## config.mk

```make
export PLATFORM = sky130hd
export DESIGN_NAME = ram_pipe
export DESIGN_NICKNAME = d
export VERILOG_FILES = /design/src/rtl/ram_pipe.sv
export SDC_FILE = /design/constraint.sdc
export NUM_CORES = 1
export LEC_CHECK = 0
export ABC_AREA = 1
export BUFFER_PORTS_ARGS = -buffer_cell sky130_fd_sc_hd__buf_4
export CAP_MARGIN = 20
export CORE_ASPECT_RATIO = 0.9
export CORE_MARGIN = 8
export CORE_UTILIZATION = 60
export DETAILED_ROUTE_END_ITERATION = 8
export HOLD_SLACK_MARGIN = 0.02
export PLACE_DENSITY = 0.86
export SKIP_CTS_REPAIR_TIMING = 1
export SLEW_MARGIN = 20
export SYNTH_ARGS = -nofsm -noshare
export SYNTH_HDL_FRONTEND = slang
export SYNTH_SLANG_ARGS = --single-unit
```

## constraint.sdc

```tcl
create_clock -name clk -period 2.26 [get_ports clk]
set_clock_uncertainty 0.15 [all_clocks]
set_input_delay 0.113 -clock clk [delete_from_list [all_inputs] [get_ports clk]]
set_output_delay 0.113 -clock clk [all_outputs]
set_load 0.02 [all_outputs]
```

## src/rtl/ram_pipe.sv

```systemverilog
// Parametrised single-port synchronous RAM with a post-reset clear sweep,
// a fixed-latency read pipeline and an out-of-range error pulse.
module ram_pipe #(
  parameter int unsigned       DATA_W   = 8,
  parameter int unsigned       ADDR_W   = 12,
  parameter int unsigned       DEPTH    = 32,
  parameter int unsigned       READ_LAT = 1,
  parameter logic [DATA_W-1:0] INIT_VAL = '0
) (
  input  logic              clk,
  input  logic              rst,
  input  logic              request_ram,
  input  logic              mem_control,
  input  logic [ADDR_W-1:0] mem_addr,
  input  logic [DATA_W-1:0] mem_data_in,
  output logic [DATA_W-1:0] mem_data_out,
  output logic              mem_valid,
  output logic              mem_ready,
  output logic              mem_err
);

  localparam int unsigned IDX_W = (DEPTH > 1) ? $clog2(DEPTH) : 1;
  localparam int unsigned CMP_W = ADDR_W + 1;
  localparam int unsigned LAST  = READ_LAT - 1;

  localparam logic [0:0] ST_INIT  = 1'b0;
  localparam logic [0:0] ST_READY = 1'b1;

  logic [0:0]        state, state_nxt;
  logic [IDX_W-1:0]  cnt, cnt_nxt;

  logic [DATA_W-1:0] mem [DEPTH];

  logic              accept, in_range, acc_rd, rd_oor, wr_oor;
  logic [IDX_W-1:0]  mem_idx;
  logic              we;
  logic [IDX_W-1:0]  wr_idx;
  logic [DATA_W-1:0] wr_data;

  logic [READ_LAT-1:0] pv_q, pv_nxt;
  logic [READ_LAT-1:0] pe_q, pe_nxt;
  logic [DATA_W-1:0]   pd_q   [READ_LAT];
  logic [DATA_W-1:0]   pd_nxt [READ_LAT];

  // Request decode; the one-bit-wider compare lets DEPTH equal 2^ADDR_W.
  assign accept   = request_ram & mem_ready;
  assign in_range = {1'b0, mem_addr} < CMP_W'(DEPTH);
  assign mem_idx  = mem_addr[IDX_W-1:0];
  assign acc_rd   = accept & mem_control;
  assign rd_oor   = acc_rd & ~in_range;
  assign wr_oor   = accept & ~mem_control & ~in_range;

  // State register
  always_ff @(posedge clk or negedge rst) begin
    if (!rst) begin
      state     <= ST_INIT;
      cnt       <= '0;
      mem_ready <= 1'b0;
    end else begin
      state     <= state_nxt;
      cnt       <= cnt_nxt;
      mem_ready <= (state_nxt == ST_READY);
    end
  end

  // Next state and write-port selection: sweep owns the port during INIT
  always_comb begin
    state_nxt = state;
    cnt_nxt   = cnt;
    we        = 1'b0;
    wr_idx    = mem_idx;
    wr_data   = mem_data_in;
    case (state)
      ST_INIT: begin
        we      = 1'b1;
        wr_idx  = cnt;
        wr_data = INIT_VAL;
        if (cnt == IDX_W'(DEPTH - 1)) begin
          state_nxt = ST_READY;
        end else begin
          cnt_nxt = cnt + IDX_W'(1);
        end
      end
      default: begin
        we = accept & ~mem_control & in_range;
      end
    endcase
  end

  // Storage array, no reset
  always_ff @(posedge clk) begin
    if (we) begin
      mem[wr_idx] <= wr_data;
    end
  end

  // Read pipeline next values; write errors join at the output stage
  always_comb begin
    pv_nxt    = '0;
    pe_nxt    = '0;
    pv_nxt[0] = acc_rd;
    pe_nxt[0] = rd_oor;
    pd_nxt[0] = (acc_rd && in_range) ? mem[mem_idx] : '0;
    for (int i = 1; i < READ_LAT; i++) begin
      pv_nxt[i] = pv_q[i-1];
      pe_nxt[i] = pe_q[i-1];
      pd_nxt[i] = pd_q[i-1];
    end
    pe_nxt[LAST] = pe_nxt[LAST] | wr_oor;
  end

  always_ff @(posedge clk or negedge rst) begin
    if (!rst) begin
      pv_q <= '0;
      pe_q <= '0;
      for (int i = 0; i < READ_LAT; i++) begin
        pd_q[i] <= '0;
      end
    end else begin
      pv_q <= pv_nxt;
      pe_q <= pe_nxt;
      for (int i = 0; i < READ_LAT; i++) begin
        pd_q[i] <= pd_nxt[i];
      end
    end
  end

  assign mem_valid    = pv_q[LAST];
  assign mem_err      = pe_q[LAST];
  assign mem_data_out = pd_q[LAST];

endmodule

```

==> results of run 1 <==
[cells in the mapped netlist (all sizes together)]
cell type  number
nand4           1
xor2            2
a21oi           2
nand2         362
inv            56
xnor2           1
buf            53
o21ai           4
dfrtp          16
edfxtp        256
clkbuf          2
nor2           29
ha              2
nor3            1
nand3         221
a31oi           1
[through the flow]
step / power, mW / worst slack [ns]
5_1_grt: 10.5 / -0.0624
2_1_floorplan: 6.00 / 0.342
6_report: 10.2 / 0.0302
3_5_place_dp: 6.21 / 0.0225
3_3_place_gp: 6.19 / 0.102
4_1_cts: 10.2 / 0.0110
[power by group through the flow]
stage	logic [mW]	registers (mW)	clock network (mW)
floorplan	0.378	5.62	0
global placement	0.576	5.62	0
detailed placement	0.594	5.62	0
CTS	0.599	5.51	4.08
global route	0.679	5.51	4.28
finish	0.633	5.51	4.07
[cell families after synthesis]
| kind of cell | Yosys count | synth area share [%] |
|---|---|---|
| fa+ha+maj | 2 | 0.221 |
| flops | 272 | 71.4 |
| compound gates | 7 | 0.442 |
| buf+inv | 111 | 4.67 |
| xor+xnor | 3 | 0.232 |
| simple gates | 614 | 23.0 |
[sequential cells by signal, indices dropped and copies added (netlist names)]
signal,flops
mem_valid,1
state,1
mem,256
mem_err,1
mem_data_out,8
cnt,5
[how the worst max path moves through the flow]
stage / cells past startpoint / slack [ns] / from / to
floorplan: 6 / 0.34 / state / mem[0][0]
global placement: 8 / 0.10 / mem_addr[6] / mem[1][1]
detailed placement: 7 / 0.02 / state / mem[11][1]
CTS: 7 / 0.01 / state / mem[11][6]
global route: 7 / -0.06 / state / mem[22][1]
finish: 7 / 0.03 / state / mem[22][7]
[cell type report]
type | instances | area [µm²]
clock buffers | 41 | 758
clock inverters | 8 | 46.3
fillers | 1164 | 5720
inverters | 56 | 238
multi-input cells | 626 | 2720
flip-flops and latches | 272 | 8090
well taps | 245 | 307
repair buffers | 70 | 586
[critical path, cell delays in order (launching register included)]
cell     delay (ns)
dfrtp_1        0.48
buf_4          0.20
nand2_1        0.09
o21ai_2        0.09
inv_1          0.12
nor2_1         0.36
nand2_1        0.11
inv_1          0.28
[routing by layer]
| metal | wire, µm | part of all wire (%) |
|---|---|---|
| met5 | 0 | 0 |
| met2 | 13100 | 48 |
| met4 | 964 | 3.5 |
| met3 | 3510 | 13 |
| met1 | 9950 | 36 |
[layout by cell type, fill, tap and decap left out, types with 3 or more instances in the layout]
cell type and count:
nand2_1 362, edfxtp_1 256, nand3_1 221, buf_4 58, inv_1 38, clkbuf_16 27, nor2_1 21, dfrtp_1 16
clkbuf_1 11, inv_2 10, dlygate4sd3_1 9, clkinvlp_4 8, nor2_2 7, clkinv_2 3, clkbuf_8 3, clkinv_1 3
buf_12 3
==> impl_metrics.ini, run 1 <==
[global_routing]
gr-usage-met2_pct = 37.2
met1_usage_pct = 29.6
top_usage_layer = met2
grt_pass1_wl_um = 41500
grt_pass1_vias = 7700
globalRoute.totalOverflow = 0
grt_util_met3_pct = 5.00
grt_max_degree = 129
antenna_found_initial = 0
grt_use_total_pct = 22.6

[timing]
rsz0062_at_grt = yes
max_slew_margin_pct = 44.3
max_freq_mhz = 448
setup_tns_ns = 0
final_hold_viol_count = 0
finalMaxSlewViolations = 0
min_period_ns = 2.23
setup_viol = 0
fin_crit_sh_pct = 98.7
worst_pin_slew_ns = 0.832
holdWs_ns = 0.0398

[floorplan]
die_area_mm2 = 0.0235
io_pins = 35
fp.dieH_um = 146
initial_core_util_pct = 61.3
rows = 47
die_w_um = 161
core-area_mm2 = 0.0185

[final_layout]
design_area_mm2 = 0.0127
fin_util_pct = 69.0
drive_gt1_share_pct = 11.7
diodes = 0
nNetsFinal = 1079
area_delta_synth_final_pct = 12.5
fin_cells = 1318

[hold_path]
hp-class = in -> reg
holdPathStages = 6
worstHoldStart = mem_addr[7]
worstHoldEndpoint = mem_data_out[5]

[pwr]
combPwrFrac_pct = 6.2
ir_drop_mv = 0.780
intPower_mw = 8.00
cellLeakagePower_nw = 4.95
p_switching_mw = 2.21
p_per_area_mw_per_mm2 = 801
p_sw_share_pct = 21.6
p_clk_share_pct = 39.8
pwr-share-seq_pct = 54.0

[flow_run]
cap_violations = 0

[detailed_routing]
wl_per_cell_um = 20.9
antenna_left = 0
vias_per_cell = 6.03
vias = 7941
drcViolationCount = 0
first_pass_iters = 6
drt_iter0_drc = 1107
routed_wl_um = 27500

[clocking]
clkLatencyLatePin_ns = 0.52
htreeDepth = 1
root_buffer = clkbuf_16
clk_pin_slew_ns = 0.06
clock-sinks = 272
cts_made_buffers = 27
cts_buffer_depth = 3
cts_tree = done

[critical_path]
start_kind = flop
timing_worst_setup_path_type = reg -> reg
cp-end-kind = flop
critPathRequiredTime_ns = 2.29
arrival_ns = 2.26
rr_worst_depth = 7
r2r-start = state
timing.rr.end = mem[22][7]
rrSetupSlack_ns = 0.03
cp_max_fo = 8

[yosys]
syn_area_per_cell_um2 = 11.2
synth_nets = 1035
synth_area_leader_cell = edfxtp_1
syn_inst = 1009
yosys-top-cells-area = edfxtp_1 (68%), nand2_1 (12%), nand3_1 (9.8%)
ys.warnings.count = 0
synth_area_mm2 = 0.0113
netlist.area_leader.share_pct = 67.9
synth_cell_types = 24
synth_seq_area_share_pct = 71.4
ys_seq_elements = 272

[placed_design]
hpwl_um = 16200
port_buffers = 34
dpl.cell_count = 1260
placed_area_mm2 = 0.0118
gp_congestion = 0.852

[status]
status = finished clean
Note: power is estimated with default switching activity, not from simulation.
==> inputs of run 2 (changes only) <==
ABC_AREA = 0   (was 1)
==> run 2 against run 1 <==
  * The run now ends with negative setup slack left
  * Critical path depth fell by 1
  * Die area fell by 4.7%
  * Setup slack got worse by 0.040 ns
  * Sequential power barely moved
  * Wire length fell by 10%
  * Critical endpoint is now mem[0][2]
  * Largest cell class unchanged
  * Highest routed layer unchanged
==> impl_metrics.ini, run 2 <==
[final_layout]
drive_gt1_share_pct = 34.2
area_delta_synth_final_pct = 18.5
max_flop_register = mem
diodes = 0
final_cell_mix = edfxtp_1 (256), buf_4 (93), mux4_2 (59)
fin_util_pct = 72.4
nNetsFinal = 655
fill_cells = 916
layout_commonest_cell = edfxtp_1
largest_register_ffs = 256

[yosys]
synth_area_leader_cell = edfxtp_1
syn_inst = 514
syn_area_per_cell_um2 = 20.9
synth_nets = 540
synth_seq_area_share_pct = 75.4
synth.most_common_cell = edfxtp_1
async_reset_ff_share_pct = 5.88
ys.warnings.count = 0
synth-simple-area-share_pct = 3.52
yosys-top-cells-area = edfxtp_1 (72%), mux4_2 (12%), dfrtp_1 (3.7%)
synth-compound-area-share_pct = 2.45
synth_top_flop_cell = edfxtp_1
synth_area_mm2 = 0.0107
synthAdderAreaFrac_pct = 0.233
synth_top_family_by_area = multiplexers
synth_edf_count = 256
ys_top_cells_by_count = edfxtp_1 (256), mux4_2 (59), nor2_1 (34), mux2i_1 (24), nand2_1 (23)
synth_cell_types = 41
netlist.area_leader.share_pct = 71.7
ys_seq_elements = 272
synth.area.mux_share_pct = 16.1
synth_xor_area_share_pct = 0.245

[critical_path]
cp-end-kind = flop
timing_worst_setup_path_type = reg -> reg
critPathRequiredTime_ns = 2.36
arrival_ns = 2.37
rr_worst_depth = 6
cp_max_fo = 9
start_kind = flop

[global_routing]
grt_use_total_pct = 21.8
met1_usage_pct = 29.6
grt_max_degree = 43
antenna_found_initial = 0
grt_util_met3_pct = 4.95
grt_pass1_vias = 5809
globalRoute.totalOverflow = 0
gr-usage-met2_pct = 34.9
top_usage_layer = met2
grt_pass1_wl_um = 36000

[detailed_routing]
vias_per_cell = 6.50
antenna_left = 0
drt_iter0_drc = 722
vias = 5782
drcViolationCount = 0
routed_wl_um = 24600
first_pass_iters = 5
wl_per_cell_um = 27.7

[pwr]
cellLeakagePower_nw = 4.31
pwr-share-seq_pct = 53.2
combPwrFrac_pct = 4.9
ir_drop_mv = 0.559
p_switching_mw = 2.10
intPower_mw = 8.26
p_clk_share_pct = 41.9
p_sw_share_pct = 20.3
p_per_area_mw_per_mm2 = 815

[timing]
worst_pin_slew_ns = 0.811
finalMaxSlewViolations = 0
max_slew_margin_pct = 45.8
min_period_ns = 2.27
setup_ws_ns = -0.00949
setup_viol = 8
setup_tns_ns = -0.0593
final_hold_viol_count = 0
max_freq_mhz = 441
fin_crit_sh_pct = 100

[clocking]
root_buffer = clkbuf_16
cts_made_buffers = 27
clk_pin_slew_ns = 0.06
clock-sinks = 272
htreeDepth = 1
clkLatencyLatePin_ns = 0.54
cts_tree = done
cts_buffer_depth = 3

[floorplan]
rows = 46
die_w_um = 157
fp.dieH_um = 143
core-area_mm2 = 0.0176
die_area_mm2 = 0.0224
io_pins = 35
initial_core_util_pct = 61.1

[placed_design]
dp_slack_ns = -0.187
hpwl_um = 14500
port_buffers = 34
gp_congestion = 0.833

[status]
status = finished with violations
violations = negative setup slack

[flow_run]
cap_violations = 0

[hold_path]
hp-class = in -> reg
holdPathStages = 3
[run 2: changes by cell type after synthesis, moves of 7 or more]
cell	before	now
mux4_2	0	59
buf_2	30	8
mux2i_1	0	24
and2_1	0	9
o22ai_1	0	7
nand2_1	362	23
inv_1	53	4
nand3_1	221	7
nor2_1	25	34
buf_4	16	2
[run 2: power groups by stage]
stage	clock network, mW	registers [mW]	logic [mW]
final	4.35	5.51	0.507
after floorplan	0	5.62	0.294
after global placement	0	5.62	0.456
after detailed placement	0	5.62	0.471
after CTS	4.39	5.51	0.480
after global routing	4.56	5.51	0.532
[run 2: worst paths after layout]
check	endpoint	slack (ns)	start
min in group asynchronous	mem_data_out[5]	0.61	rst
worst min-delay path	mem[12][4]	0.03	mem_data_in[4]
worst max register to register	mem[0][2]	-0.009	state
worst max-delay path	mem[0][2]	-0.009	state
max in group asynchronous	state	0.79	rst
worst min register to register	cnt[3]	0.46	cnt[3]
[run 2: area by class of cell]
type | instances | area, µm² | area share, %
repair buffers | 111 | 948 | 7.46
flip-flops and latches | 272 | 8090 | 63.6
well taps | 240 | 300 | 2.36
clock inverters | 15 | 155 | 1.22
clock buffers | 34 | 702 | 5.52
inverters | 7 | 26.3 | 0.207
multi-input cells | 210 | 2490 | 19.6
[run 2: critical path, stage by stage, from the launching register on]
cell	delay, ns
dfrtp_2	0.49
buf_4	0.16
mux2i_1	0.30
nand3_1	0.22
buf_4	0.22
nor2_1	0.20
buf_4	0.23
[run 2: per-stage QoR]
stage,instances,area (µm²),power [mW],hold WS (ns)
after floorplan,514,10700,5.91,-0.333
after global placement,826,11700,6.07,-0.159
after detailed placement,826,11700,6.09,-0.161
after CTS,875,12500,10.4,-0.729
after global routing,889,12700,10.6,0.0384
final,889,12700,10.4,0.0338
[run 2: kinds of logic after synthesis]
group,after synthesis
AO/OA/AOI/OAI,29
XOR/XNOR,3
adder cells (fa/ha/maj),2
buffers and inverters,32
flip-flops,272
multiplexers,92
AND/OR/NAND/NOR,84
[run 2: metal layers]
metal  vias up  routed length, µm
met4         0                893
li1       2351                  -
met2       406              11900
met5         -                  0
met3        85               2510
met1      2940               9320
==> inputs of run 3 (changes only) <==
SETUP_SLACK_MARGIN = 0.4   (was not set)
==> run 3 against run 2 <==
  * The flow now finishes without violations
  * Via count grew 2.3%
  * Hold slack gained 0.012 ns
  * Maximum frequency grew 6.2%
  * Cell count shrank 1.7%
  * Register-to-register slack gained 0.13 ns
==> impl_metrics.ini, run 3 (synthesized netlist as in run 2, its figures left out) <==
[floorplan]
initial_core_util_pct = 61.1
fp.dieH_um = 143
die_w_um = 157
rows = 46
io_pins = 35
die_area_mm2 = 0.0224
core-area_mm2 = 0.0176

[placed_design]
port_buffers = 34
gp_congestion = 0.850
hpwl_um = 14000
dp_slack_ns = -0.0599
dpl.cell_count = 806

[timing]
fin_crit_sh_pct = 94.6
min_period_ns = 2.14
setup_viol = 0
final_hold_viol_count = 0
rsz0062_at_grt = yes
setup_ws_ns = 0.123
max_slew_margin_pct = 34.4
finalMaxSlewViolations = 0
setup_tns_ns = 0
worst_pin_slew_ns = 0.981
max_freq_mhz = 468

[status]
status = finished clean

[global_routing]
grt_util_met3_pct = 3.81
grt_max_degree = 51
grt_pass1_wl_um = 35000
top_usage_layer = met2
globalRoute.totalOverflow = 0
gr-usage-met2_pct = 34.1
met1_usage_pct = 28.9
grt_pass1_vias = 5689
grt_use_total_pct = 21.2
antenna_found_initial = 0

[critical_path]
critPathRequiredTime_ns = 2.35
timing_worst_setup_path_type = reg -> reg
cp_max_fo = 8
timing.rr.end = mem[2][3]
r2r-start = state
cp-end-kind = flop
rrSetupSlack_ns = 0.12
arrival_ns = 2.23
start_kind = flop
rr_worst_depth = 6

[final_layout]
fill_cells = 865
diodes = 0
largest_register_ffs = 256
fin_cells = 874
drive_gt1_share_pct = 40.9
nNetsFinal = 640
area_delta_synth_final_pct = 22.0
final_cell_mix = edfxtp_1 (256), buf_4 (61), mux4_2 (59)
max_flop_register = mem
layout_commonest_cell = edfxtp_1

[hold_path]
hp-class = in -> reg
worstHoldStart = mem_addr[2]
holdPathStages = 3
worstHoldEndpoint = mem_data_out[6]

[clocking]
clkLatencyLatePin_ns = 0.53
htreeDepth = 1
clock-sinks = 272
cts_buffer_depth = 3
root_buffer = clkbuf_16
cts_made_buffers = 26
clk_pin_slew_ns = 0.07
cts_tree = done

[detailed_routing]
antenna_left = 0
routed_wl_um = 27500
drcViolationCount = 0
first_pass_iters = 5
drt_iter0_drc = 840
vias = 5914
wl_per_cell_um = 31.5
vias_per_cell = 6.77

[pwr]
ir_drop_mv = 0.548
finalPower_mw = 10.5
p_per_area_mw_per_mm2 = 803
cellLeakagePower_nw = 4.35

[flow_run]
cap_violations = 0
-- run 3: changes by cell type in the layout (fill, tap and decap cells not counted), moves of 6 or more --
cell,delta
nand2_1,-7
nor2_4,+18
buf_4,-32
buf_6,+20
nor2_1,-15
nand2_4,+6
clkbuf_8,+6
-- run 3: cell type report --
type	count	area (µm²)	share of cell area (%)
sequential	272	8100	61.9
timing repair buffer	97	916	7.00
clock inverter	9	104	0.794
tap	240	300	2.29
inverter	7	26.3	0.201
clock buffer	39	781	5.97
multi-input combinational	210	2860	21.9
-- run 3: how the worst max path moves through the flow --
stage	from	endpoint	slack [ns]
after global placement	mem_addr[9]	mem[29][2]	0.1
after detailed placement	state	mem[6][1]	-0.06
after global routing	state	mem[19][2]	0.10
after floorplan	state	mem[10][0]	0.22
final	state	mem[2][3]	0.12
after CTS	state	mem[22][4]	-0.04
-- run 3: per-layer routing --
layer  share of wire, %  routed length, µm
met1                 35               9740
met2                 50              13800
met3                9.9               2730
met4                4.4               1220
met5                  0                  0
-- run 3: through the flow --
stage / hold WS [ns] / utilization, % / cell area, µm²
after CTS: -0.701 / 70.7 / 12400
final: 0.0453 / 74.5 / 13100
after detailed placement: -0.145 / 65.7 / 11500
after floorplan: -0.333 / - / 10800
after global placement: -0.150 / 65.7 / 11500
after global routing: 0.0527 / 74.5 / 13100
-- run 3: power by group --
part / switching [mW] / internal [mW] / total, mW
clock network: 1.83 / 2.62 / 4.45
logic: 0.330 / 0.213 / 0.543
registers: 0.000668 / 5.51 / 5.51
total: 2.17 / 8.34 / 10.5
-- run 3: worst max-delay path, stage by stage, from the launching register on --
cell,delay (ns)
dfrtp_4,0.51
buf_12,0.16
buf_12,0.14
o32ai_4,0.39
nand2_4,0.18
nor2_2,0.16
buf_6,0.16
